## src/rtl/floo_pkg.sv

```systemverilog
// Shared FlooNoC router types: route directions, XY coordinates and the XY
// dimension-ordered routing function used by every mesh router port.
package floo_pkg;

  localparam int unsigned XYWidth       = 3;
  localparam int unsigned NumDirections = 5;

  typedef enum logic [2:0] {
    Eject = 3'd0,
    North = 3'd1,
    East  = 3'd2,
    South = 3'd3,
    West  = 3'd4
  } route_direction_e;

  // Packed so that {y, x} bit concatenations map directly onto the struct.
  typedef struct packed {
    logic [XYWidth-1:0] y;
    logic [XYWidth-1:0] x;
  } xy_id_t;

  // X is resolved before Y; all compares are unsigned.
  function automatic route_direction_e xy_route(xy_id_t dst, xy_id_t own);
    route_direction_e dir;
    if (dst.x > own.x)      dir = East;
    else if (dst.x < own.x) dir = West;
    else if (dst.y > own.y) dir = North;
    else if (dst.y < own.y) dir = South;
    else                    dir = Eject;
    return dir;
  endfunction

endpackage

```

## src/rtl/floo_route_fifo.sv

```systemverilog
// Generic 2-entry in-order FIFO with full throughput; ready_o is derived
// from registered occupancy only.
module floo_route_fifo #(
  parameter type entry_t = logic
) (
  input  logic   clk_i,
  input  logic   rst_i,
  input  logic   valid_i,
  output logic   ready_o,
  input  entry_t data_i,
  output logic   valid_o,
  input  logic   ready_i,
  output entry_t data_o
);

  entry_t     r_mem [2];
  logic       r_rd_ptr;
  logic       r_wr_ptr;
  logic [1:0] r_count;
  logic       w_push;
  logic       w_pop;

  assign ready_o = (r_count != 2'd2);
  assign valid_o = (r_count != 2'd0);
  assign data_o  = r_mem[r_rd_ptr];
  assign w_push  = valid_i && ready_o;
  assign w_pop   = valid_o && ready_i;

  always_ff @(posedge clk_i) begin
    if (rst_i) begin
      for (int unsigned i = 0; i < 2; i++) r_mem[i] <= '0;
      r_rd_ptr <= 1'b0;
      r_wr_ptr <= 1'b0;
      r_count  <= 2'd0;
    end else begin
      if (w_push) begin
        r_mem[r_wr_ptr] <= data_i;
        r_wr_ptr        <= ~r_wr_ptr;
      end
      if (w_pop) r_rd_ptr <= ~r_rd_ptr;
      case ({w_push, w_pop})
        2'b10:   r_count <= r_count + 2'd1;
        2'b01:   r_count <= r_count - 2'd1;
        default: r_count <= r_count;
      endcase
    end
  end

endmodule

```

## src/rtl/floo_xy_route_stage.sv

```systemverilog
// Mesh router input stage: XY route on header flits, wormhole lock of the
// route for body flits, and a 2-entry buffer of {data, last, route}.
module floo_xy_route_stage
  import floo_pkg::*;
#(
  parameter int unsigned XYWidth      = 3,
  parameter int unsigned PayloadWidth = 64,
  parameter int unsigned NumRoutes    = 5
) (
  input  logic                    clk_i,
  input  logic                    rst_i,
  input  logic [2*XYWidth-1:0]    xy_id_i,
  input  logic                    valid_i,
  output logic                    ready_o,
  input  logic [XYWidth-1:0]      dst_x_i,
  input  logic [XYWidth-1:0]      dst_y_i,
  input  logic                    last_i,
  input  logic [PayloadWidth-1:0] data_i,
  output logic                    valid_o,
  input  logic                    ready_i,
  output logic [PayloadWidth-1:0] data_o,
  output logic                    last_o,
  output logic [2:0]              route_dir_o,
  output logic [NumRoutes-1:0]    route_sel_o
);

  typedef struct packed {
    logic [PayloadWidth-1:0] data;
    logic                    last;
    route_direction_e        route;
  } flit_t;

  typedef enum logic {
    Idle   = 1'b0,
    Locked = 1'b1
  } lock_state_e;

  lock_state_e      r_state;
  lock_state_e      w_state_next;
  route_direction_e r_route_q;
  route_direction_e w_route;
  xy_id_t           w_own;
  xy_id_t           w_dst;
  logic             w_in_hs;
  flit_t            w_flit_in;
  flit_t            w_head;

  assign w_own   = xy_id_i;
  assign w_dst   = {dst_y_i, dst_x_i};
  assign w_in_hs = valid_i && ready_o;

  always_comb begin
    w_state_next = r_state;
    w_route      = r_route_q;
    case (r_state)
      Idle: begin
        w_route = xy_route(w_dst, w_own);
        if (w_in_hs && !last_i) w_state_next = Locked;
      end
      Locked: begin
        if (w_in_hs && last_i) w_state_next = Idle;
      end
      default: w_state_next = Idle;
    endcase
  end

  always_ff @(posedge clk_i) begin
    if (rst_i) begin
      r_state   <= Idle;
      r_route_q <= Eject;
    end else begin
      r_state <= w_state_next;
      if (w_in_hs && (r_state == Idle) && !last_i) r_route_q <= w_route;
    end
  end

  assign w_flit_in = '{data: data_i, last: last_i, route: w_route};

  floo_route_fifo #(
    .entry_t (flit_t)
  ) u_fifo (
    .clk_i   (clk_i),
    .rst_i   (rst_i),
    .valid_i (valid_i),
    .ready_o (ready_o),
    .data_i  (w_flit_in),
    .valid_o (valid_o),
    .ready_i (ready_i),
    .data_o  (w_head)
  );

  assign data_o      = w_head.data;
  assign last_o      = w_head.last;
  assign route_dir_o = w_head.route;
  assign route_sel_o = NumRoutes'(1) << route_dir_o;

endmodule

```

## config.mk

```make
export PLATFORM = sky130hd
export DESIGN_NAME = floo_xy_route_stage
export DESIGN_NICKNAME = d
export VERILOG_FILES = /design/src/rtl/floo_pkg.sv /design/src/rtl/floo_route_fifo.sv /design/src/rtl/floo_xy_route_stage.sv
export SDC_FILE = /design/constraint.sdc
export NUM_CORES = 1
export LEC_CHECK = 0
export ABC_AREA = 1
export CORE_ASPECT_RATIO = 1.25
export CORE_MARGIN = 2
export CORE_UTILIZATION = 38
export DETAILED_ROUTE_END_ITERATION = 7
export SLEW_MARGIN = 25
export SYNTH_ARGS = -nofsm -noshare
export SYNTH_HDL_FRONTEND = slang
export SYNTH_SLANG_ARGS = --single-unit
export TNS_END_PERCENT = 5
```

## constraint.sdc

```tcl
create_clock -name clk_i -period 8.6 [get_ports clk_i]
set_input_delay 1.72 -clock clk_i [delete_from_list [all_inputs] [get_ports clk_i]]
set_output_delay 1.72 -clock clk_i [all_outputs]
set_load 0.01 [all_outputs]
```

; ---- Yosys cells after proc, flatten, opt, wreduce, memory -nomap -nowiden
; Memories as Yosys holds them, arrays and structs flattened. A register that Yosys moved wholly into a read port is not among the register bits.
; Index checks and enable logic that the tools add are counted.
[word_totals]
regBits = 8
ram_bits = 136
in_bits = 81
elab_cells = 48
n_memories = 1
[memory_table]
columns = name, words, width, rd, rd_ports_with_merged_regs, wr, line_no
row1 = u_fifo.r_mem, 2, 68, 1, 1, 2, floo_route_fifo.sv:16  ; entry_t r_mem [2];
[op_classes]
add_sub_neg = 2
order_cmp = 4
eq_ne = 3
shift = 1
muxes = 19
n_bitwise = 3
reduce_logical = 10
[ops]
columns = op, count
row1 = two-way mux 68 bit, 1
row2 = OR reduction 68 bit, 1
row3 = two-way mux 1 bit, 11
row4 = two-way mux 3 bit, 3
row5 = greater-than comparator 3 bit, 2
row6 = logical AND 1 bit, 6
row7 = less-than comparator 3 bit, 2
row8 = << shifter 1 x 3 -> 5 bit (first input constant), 1
row9 = two-way mux 2 bit, 2
row10 = case mux 2 bit (2 select lines), 1
row11 = nonzero test 2 bit, 2
row12 = inverter 1 bit, 3
row13 = adder 2 x 1 -> 2 bit (second input constant), 1
row14 = equality test 2 x 1 -> 1 bit (second input constant), 1
row15 = equality test 2 bit (second input constant), 1
row16 = != test 2 bit (second input constant), 1
row17 = case mux 1 bit (2 select lines), 1
row18 = subtractor 2 x 1 -> 2 bit (second input constant), 1
row19 = logical NOT 1 bit, 1

; ---- Depth between registers and ports, before layout
; Gate-level depths: netlist of run 1.
[depth]
ltp_word = 7
depth_mapped = 9

; ---- Hierarchy
; Synthesis of run 1 repeated with hierarchy kept, for this count alone.
[unflattened]
cells_unflattened = 532
area_unflattened_um2 = 6515.0
[by_module_without_submodules]
columns = mod, instances, cells_per_inst, area_per_inst_um2
row1 = floo_route_fifo, 1, 469, 6109.6
row2 = floo_xy_route_stage, 1, 63, 405.4

; ---- Worst setup path after synthesis of run 1
; No wires, ideal clock.
[synth_timing]
path_kind = input port to flip-flop
startpoint = in rst_i
endpoint = mem u_fifo.r_mem[0][0] in the netlist's numbering (enable)
setup_time_ns = 0.428
arrival_ns = 3.719
required_time_ns = 8.172
path_slack_ns = 4.453
cell_stages = 5
n_path_buf = 2
cell_sequence = inv_1 buf_2 nand2_1 buf_2 nand2_1
[synth_lines]
columns = element, line_no
row1 = from (decl), floo_xy_route_stage.sv:11  ; input logic rst_i,
row2 = to (decl), floo_route_fifo.sv:16

==> results of run 1 <==
[worst max-delay path, stage by stage, from the launching register on]
cell,delay [ns]
dfxtp_4,0.93
o21ai_0,0.32
inv_1,0.17
nand2_1,0.08
nor2_1,0.09
clkdlybuf4s50_1,0.54
[stage by stage]
step | utilization | power, mW | instances
after floorplan | - | 1.130 | 530
after global placement | 0.4881 | 1.357 | 883
after detailed placement | 0.4881 | 1.365 | 883
after CTS | 0.5260 | 2.145 | 915
after global routing | 0.5266 | 2.209 | 915
final | 0.5266 | 2.124 | 915
[synthesized netlist by cell type]
cell / count / area [sq um]
a21oi_1: 14 / 70.07
nor3_2: 1 / 10.01
nor3_1: 2 / 10.01
o21ai_0: 5 / 25.02
inv_1: 88 / 330.3
mux2_2: 65 / 732.0
inv_2: 2 / 7.510
buf_4: 1 / 7.510
buf_2: 20 / 100.1
and3_1: 1 / 6.260
nand3_1: 4 / 20.02
nand2_1: 28 / 105.1
ha_1: 7 / 87.58
o21ai_1: 2 / 10.01
nor2_1: 130 / 488.0
buf_6: 2 / 22.52
edfxtp_1: 136 / 4084
dfxtp_1: 9 / 180.2
nand3_2: 1 / 10.01
nand2_4: 2 / 22.52
nor2_2: 10 / 62.56
[flip-flops by register name (all words and copies together) (netlist names), named ones only]
signal	cells
u_fifo.r_mem	136
u_fifo.r_count	2
u_fifo.r_wr_ptr	1
r_route_q	3
u_fifo.r_rd_ptr	1
[logic make-up (layout without fill, tap and decap cells)]
family	count (synthesis)	in the layout	synth area share
compound gates	21	21	0.01644
fa+ha+maj	7	7	0.01370
buf+inv	113	278	0.07322
flops	145	145	0.6672
mux	65	65	0.1145
simple gates	179	179	0.1149
[worst max-delay path by stage]
stage	start	endpoint
6_report	register	route_sel_o[3]
3_3_place_gp	rst_i	u_fifo.r_mem[1][54]$_SDFFCE_PN0P_
2_1_floorplan	rst_i	u_fifo.r_mem[0][0]$_SDFFCE_PN0P_
3_5_place_dp	rst_i	u_fifo.r_mem[1][48]$_SDFFCE_PN0P_
5_1_grt	register	route_sel_o[3]
4_1_cts	rst_i	u_fifo.r_mem[1][56]$_SDFFCE_PN0P_
[area by class of cell]
type                    count  share of cell area
flip-flops and latches    145              0.4869
multi-input cells         272              0.1931
repair buffers            156              0.1779
clock buffers              22             0.05410
inverters                  90             0.03854
well taps                 220             0.03141
clock inverters            10             0.01799
[power by group through the flow]
stage | Sequential, mW | Combinational [mW] | Clock [mW]
final | 0.902 | 0.441 | 0.781
after global routing | 0.913 | 0.478 | 0.818
after CTS | 0.905 | 0.449 | 0.791
after detailed placement | 0.920 | 0.446 | 0
after global placement | 0.915 | 0.442 | 0
after floorplan | 0.884 | 0.246 | 0
[metal layers]
metal / wire length (um) / vias up / share of wire
li1: - / 2042 / -
met1: 5377 / 2026 / 0.40
met2: 7289 / 115 / 0.54
met3: 623 / 19 / 0.046
met4: 274 / 0 / 0.020
met5: 0 / - / 0
==> results.cfg, run 1 <==
[power_and_ir_drop]
power.density_nw_per_um2 = 242.4
cellLeakagePower_nw = 3.631
pwr-share-clk = 0.367
vdd_ir_drop_max_mv = 0.1251
p_comb_frac = 0.208
p_seq_frac = 0.425
p_sw_frac = 0.2430
internal_power_mw = 1.608
power.switching_uw = 516.2

[outcome]
status = complete, no violations

[global_route]
grt.overflow.total = 0
grt_pass1_vias = 4538
grt_max_degree = 72
grt_use_met1 = 0.1658
globalRouteMet2Util = 0.2892
grt_pass1_wl_um = 21380
busiest_layer = met2
antenna_found_initial = 0
grtUsageMet3 = 0.04511
grt.total_usage = 0.1564

[sta]
setup_tns_ns = 0
min_period_ns = 4.285
finalSetupViolations = 0
clock.fmax_mhz = 233.4
period_share = 0.4982
slew_headroom = 0.3439
skew_ns = 0.01090
hold_viol_final = 0
rsz0062_at_grt = no
timing.hold.ws_ns = 0.4529
worst_pin_slew_ns = 0.9842
slew_viol_final = 0
final.setup.worst_slack_ns = 4.315

[worst_setup_path]
required_ns = 6.88
critPathArrivalTime_ns = 2.56
r2r-start = u_fifo.r_count[0]$_SDFFE_PP0P_
critical_path_class = reg2out
reg2regPathDepth = 6
startpoint_type = register
regToRegSetupSlack_ns = 6.00
worstSetupEndpointType = output pin
crit_fanout = 71
worst_r2r_endpoint = u_fifo.r_mem[1][13]$_SDFFCE_PN0P_

[die]
initial_core_util = 0.3840
die_area_sq_um = 17880
rows = 53
core_area_sq_um = 16640
die_w_um = 120.0
die_h_um = 149.0
ios = 156

[finish]
nets = 770
diodes = 0
drive_above_1_share = 0.1640
fillers = 1425
layout_common_cells = clkdlybuf4s50_1, edfxtp_1, nor2_1, inv_1, mux2_2
layout.area.seq_sq_um = 4268
fin_area_sq_um = 8765
area_delta_synth_final_pct = 37.14
multi_input_area_sq_um = 1693
final_common_cell = clkdlybuf4s50_1

[routing]
drt_wl_total_um = 13570
drtAntennaViolNets = 0
initialDrtViolationCount = 316
vias = 4202
dr.pass1.iters = 4
via_per_inst = 4.592
detail_route.wl_per_cell_um = 14.83
drc = 0

[place]
hpwlAfterDp_um = 8519
post-place-ws_ns = 3.730
gp_congestion = 0.7247
port_buffers = 155
dpl_cell_area_sq_um = 8124

[synth]
synth_cells = 530
synth-seq-cells = 145
synth_nets = 618
ys_seq_area_frac = 0.6672
synth_warnings = 0
postSynthAreaPerCell_sq_um = 12.06
syn_area_sq_um = 6391
synth_cell_types = 21

[job]
cap_viol_max_count = 0

[cts]
clockRootBuffer = clkbuf_16
clockBufferDepth = 2
clk_latency_ns = 0.41
ctsResizeCount = 0
cts_tree = done
postCtsSetupBuffers = 0
clk_pin_slew_ns = 0.06
cts_hold_buffers = 0
h-tree-depth = 4
cts_sinks = 145
cts-buffers-inserted = 17

[min_path]
hold_depth = 1
worstHoldPathType = reg2reg
hp-start = u_fifo.r_rd_ptr$_SDFFE_PP0P_
No activity file was read; power rests on OpenSTA's default activity.
==> run 2: changes to the inputs <==
==> constraint.sdc (replaced) <==
create_clock -name clk_i -period 4 [get_ports clk_i]
set_input_delay 0.8 -clock clk_i [delete_from_list [all_inputs] [get_ports clk_i]]
set_output_delay 0.8 -clock clk_i [all_outputs]
set_load 0.01 [all_outputs]
==> run 2 against run 1 <==
Against the previous run:
- clock skew is essentially flat
- sequential power grew 110%
- via count is essentially flat
- first-iteration DRC count shrank 19%
- global-route usage grew 0.29 points
- combinational power grew 120%
- setup slack lost 3.6 ns
- register-to-register slack lost 3.9 ns
- critical path type unchanged
- critical endpoint is now data_o[55]
- largest power group unchanged
==> results.cfg, run 2 (synthesized netlist as in run 1, its figures left out) <==
[routing]
drtAntennaViolNets = 0
detail_route.wl_per_cell_um = 15.01
drt_wl_total_um = 13790
dr.pass1.iters = 4
drc = 0
via_per_inst = 4.573
initialDrtViolationCount = 257
vias = 4203

[die]
die_area_sq_um = 17880
initial_core_util = 0.3840
core_area_sq_um = 16640
ios = 156
die_w_um = 120.0
die_h_um = 149.0
rows = 53

[outcome]
status = complete, no violations

[sta]
clock.fmax_mhz = 303.9
rsz0062_at_grt = no
slew_headroom = 0.4526
skew_ns = 0.01113
period_share = 0.8225
slew_viol_final = 0
worst_pin_slew_ns = 0.8211
setup_tns_ns = 0
min_period_ns = 3.290
hold_viol_final = 0
finalSetupViolations = 0

[cts]
clk_pin_slew_ns = 0.06
cts_sinks = 145
clk_latency_ns = 0.41
h-tree-depth = 4
postCtsSetupBuffers = 0
clockRootBuffer = clkbuf_16
cts_hold_buffers = 0
ctsResizeCount = 0
clockBufferDepth = 2
cts-buffers-inserted = 17
cts_tree = done

[global_route]
grt_pass1_vias = 4513
antenna_found_initial = 0
grt.total_usage = 0.1593
grt.overflow.total = 0
grt_pass1_wl_um = 21760
grt_max_degree = 70

[finish]
diodes = 0
final_common_cell = clkdlybuf4s50_1
drive_above_1_share = 0.1702
nets = 774
area_delta_synth_final_pct = 36.47
top_regs = u_fifo.r_mem (136), r_route_q (3), u_fifo.r_count (2)
fin_area_sq_um = 8722
largest_reg_flops = 136
layout_common_cells = clkdlybuf4s50_1, edfxtp_1, nor2_1, inv_1, mux2_2
fin_cells = 919
top_register = u_fifo.r_mem

[power_and_ir_drop]
cellLeakagePower_nw = 3.621
p_comb_frac = 0.223
power_mw = 4.342
vdd_ir_drop_max_mv = 0.2731
p_sw_frac = 0.2571
internal_power_mw = 3.226
p_seq_frac = 0.444
power.switching_mw = 1.116
pwr-share-clk = 0.333
power.density_nw_per_um2 = 497.8

[worst_setup_path]
critPathSlowestCell = dfxtp_4
required_ns = 3.20
critPathArrivalTime_ns = 2.49
startpoint_type = register
worstSetupEndpointType = output pin
crit_chain = buf_4, mux2_2, clkdlybuf4s50_1
cpPeakStageDelay_ns = 0.84
critical_path_class = reg2out
crit_fanout = 54

[place]
dpl_cell_area_sq_um = 8179
hpwlAfterDp_um = 9025
place_inst = 887
port_buffers = 155
gp_congestion = 0.7326

[min_path]
worstHoldPathType = reg2reg

[job]
cap_viol_max_count = 0
## run 2: worst max-delay path, delay by kind of cell, from the launching register on
family                 cells  cell delay [ns]
multiplexers               1             0.36
buffers and inverters      2             0.87
flip-flops                 1             0.84
## run 2: routing by layer
metal  up-vias  global-route usage  wire [um]
met5         -                   0          0
met4         0             0.06000        208
li1       2047                   -          -
met2       108              0.3003       7496
met3        13             0.03287        554
met1      2035              0.1742       5532
## run 2: layout make-up
type | count | area (sq um)
Fill cell | 1456 | 7923
Sequential cell | 145 | 4268
Multi-Input combinational cell | 272 | 1684
Timing Repair Buffer | 160 | 1614
Clock buffer | 19 | 432.9
Inverter | 90 | 337.8
Tap cell | 220 | 275.3
Clock inverter | 13 | 110.1
## run 2: final timing paths
| check | slack, ns | endpoint | startpoint | cells after the start |
|---|---|---|---|---|
| setup / recovery | 0.71 | data_o[55] | register | 3 |
| hold / removal | 0.47 | register | u_fifo.r_rd_ptr$_SDFFE_PP0P_ | 1 |
| setup reg to reg | 2.12 | u_fifo.r_mem[0][9]$_SDFFCE_PN0P_ | u_fifo.r_count[0]$_SDFFE_PP0P_ | 7 |
| hold reg to reg | 0.47 | register | u_fifo.r_rd_ptr$_SDFFE_PP0P_ | 1 |
## run 2: metrics by stage
stage | hold WS (ns) | setup slack, ns | util
after floorplan | 0.4255 | 0.7730 | -
after global placement | 0.4367 | 1.146 | 0.4914
after detailed placement | 0.4620 | 1.117 | 0.4914
after CTS | 0.4738 | 0.6761 | 0.5240
after global routing | 0.4904 | 0.5855 | 0.5240
final | 0.4680 | 0.7100 | 0.5240
## run 2: power by group through the flow
| stage | registers, mW | clock network [mW] | logic, mW |
|---|---|---|---|
| floorplan | 1.90 | 0 | 0.530 |
| global placement | 1.96 | 0 | 0.965 |
| detailed placement | 1.96 | 0 | 0.976 |
| CTS | 1.93 | 1.47 | 0.983 |
| global route | 1.95 | 1.54 | 1.05 |
| finish | 1.93 | 1.45 | 0.967 |
==> run 3: changes to the inputs <==
==> constraint.sdc (replaced) <==
create_clock -name clk_i -period 3.32 [get_ports clk_i]
set_input_delay 0.664 -clock clk_i [delete_from_list [all_inputs] [get_ports clk_i]]
set_output_delay 0.664 -clock clk_i [all_outputs]
set_load 0.01 [all_outputs]
==> run 3 against run 2 <==
Against the previous run:
- sequential power rose by 20%
- highest routed layer unchanged
- non-clock buffer count rose by 3
- largest cell class unchanged
- first-iteration DRC count rose by 8.9%
- setup slack got worse by 0.47 ns
- combinational power rose by 21%
- critical path type unchanged
- clock power rose by 32%
- final cell count rose by 0.22%
- hold slack got worse by 0.025 ns
- largest power group unchanged
==> results.cfg, run 3 (synthesized netlist as in run 1, its figures left out) <==
[finish]
layout.area.seq_sq_um = 4268
fillers = 1423
layout_common_cells = clkdlybuf4s50_1, edfxtp_1, nor2_1, inv_1, mux2_2
drive_above_1_share = 0.1726
top_regs = u_fifo.r_mem (136), r_route_q (3), u_fifo.r_count (2)
top_register = u_fifo.r_mem
diodes = 0
multi_input_area_sq_um = 1684
area_delta_synth_final_pct = 37.59
nets = 777
fin_cells = 921
largest_reg_flops = 136
final_common_cell = clkdlybuf4s50_1
fin_area_sq_um = 8793

[power_and_ir_drop]
p_comb_frac = 0.217
vdd_ir_drop_max_mv = 0.3208
pwr-share-clk = 0.354
power_mw = 5.402
p_seq_frac = 0.429
power.switching_mw = 1.362
internal_power_mw = 4.040
p_sw_frac = 0.2521
cellLeakagePower_nw = 3.641
power.density_nw_per_um2 = 614.3

[routing]
initialDrtViolationCount = 280
detail_route.wl_per_cell_um = 14.94
via_per_inst = 4.611
drt_wl_total_um = 13760
drtAntennaViolNets = 0
vias = 4247
drc = 0
dr.pass1.iters = 4

[sta]
skew_ns = 0.007900
rsz0062_at_grt = no
clock.fmax_mhz = 325.1
slew_headroom = 0.4343
min_period_ns = 3.076
slew_viol_final = 0
worst_pin_slew_ns = 0.8485
hold_viol_final = 0
finalSetupViolations = 0
period_share = 0.9266
setup_tns_ns = 0

[outcome]
status = complete, no violations

[cts]
clk_latency_ns = 0.41
cts_tree = done
clk_pin_slew_ns = 0.06
cts_sinks = 145
cts_hold_buffers = 0
ctsResizeCount = 0
h-tree-depth = 4
clockBufferDepth = 2
clockRootBuffer = clkbuf_16
cts-buffers-inserted = 17
postCtsSetupBuffers = 0

[place]
port_buffers = 155
hpwlAfterDp_um = 8849
gp_congestion = 0.7342
place_inst = 890
dpl_cell_area_sq_um = 8202

[global_route]
grt_pass1_wl_um = 21380
grt.overflow.total = 0
antenna_found_initial = 0
grt.total_usage = 0.1557
grt_max_degree = 70
grt_pass1_vias = 4442

[min_path]
worstHoldPathType = reg2reg

[worst_setup_path]
required_ns = 2.66
crit_fanout = 48
critPathArrivalTime_ns = 2.41
startpoint_type = register
worstSetupEndpointType = output pin
critical_path_class = reg2out

[die]
die_area_sq_um = 17880
initial_core_util = 0.3840
ios = 156
rows = 53
die_h_um = 149.0
die_w_um = 120.0
core_area_sq_um = 16640

[job]
cap_viol_max_count = 0
-- run 3: worst paths after layout --
path,slack (ns),from,cells after the start,end
max reg2reg,1.52,u_fifo.r_count[0]$_SDFFE_PP0P_,7,u_fifo.r_mem[0][66]$_SDFFCE_PN0P_
min reg2reg,0.44,u_fifo.r_rd_ptr$_SDFFE_PP0P_,1,register
max,0.24,register,3,data_o[54]
min,0.44,u_fifo.r_rd_ptr$_SDFFE_PP0P_,1,register
-- run 3: layout make-up --
type,count,area share
clock inverter,13,0.01850
tap,220,0.03130
clock buffer,18,0.04880
timing repair buffer,163,0.1861
sequential,145,0.4853
multi-input combinational,272,0.1915
inverter,90,0.03842
-- run 3: power by group through the flow --
stage / sequential, mW / combinational, mW / clock (mW)
after global placement: 2.35 / 1.18 / 0
after detailed placement: 2.36 / 1.18 / 0
after CTS: 2.32 / 1.19 / 1.95
final: 2.32 / 1.17 / 1.91
after global routing: 2.34 / 1.27 / 2.01
after floorplan: 2.29 / 0.638 / 0
-- run 3: stage by stage --
stage | util | hold WS, ns | worst slack, ns
floorplan | - | 0.4255 | 0.2290
global placement | 0.4927 | 0.4379 | 0.6570
detailed placement | 0.4927 | 0.4331 | 0.6463
CTS | 0.5283 | 0.4462 | 0.1837
global route | 0.5283 | 0.4736 | 0.07366
finish | 0.5283 | 0.4430 | 0.2438
-- run 3: critical path, stage by stage (launching register included) --
cell and delay [ns]:
dfxtp_4 0.79, buf_4 0.33, mux2_2 0.35, clkdlybuf4s50_1 0.51
-- run 3: routing by layer --
metal	GRT usage	vias up	part of all wire
met2	0.2815	117	0.53
li1	-	2054	-
met3	0.03708	21	0.049
met4	0.06529	0	0.023
met5	0	-	0
met1	0.1748	2055	0.40
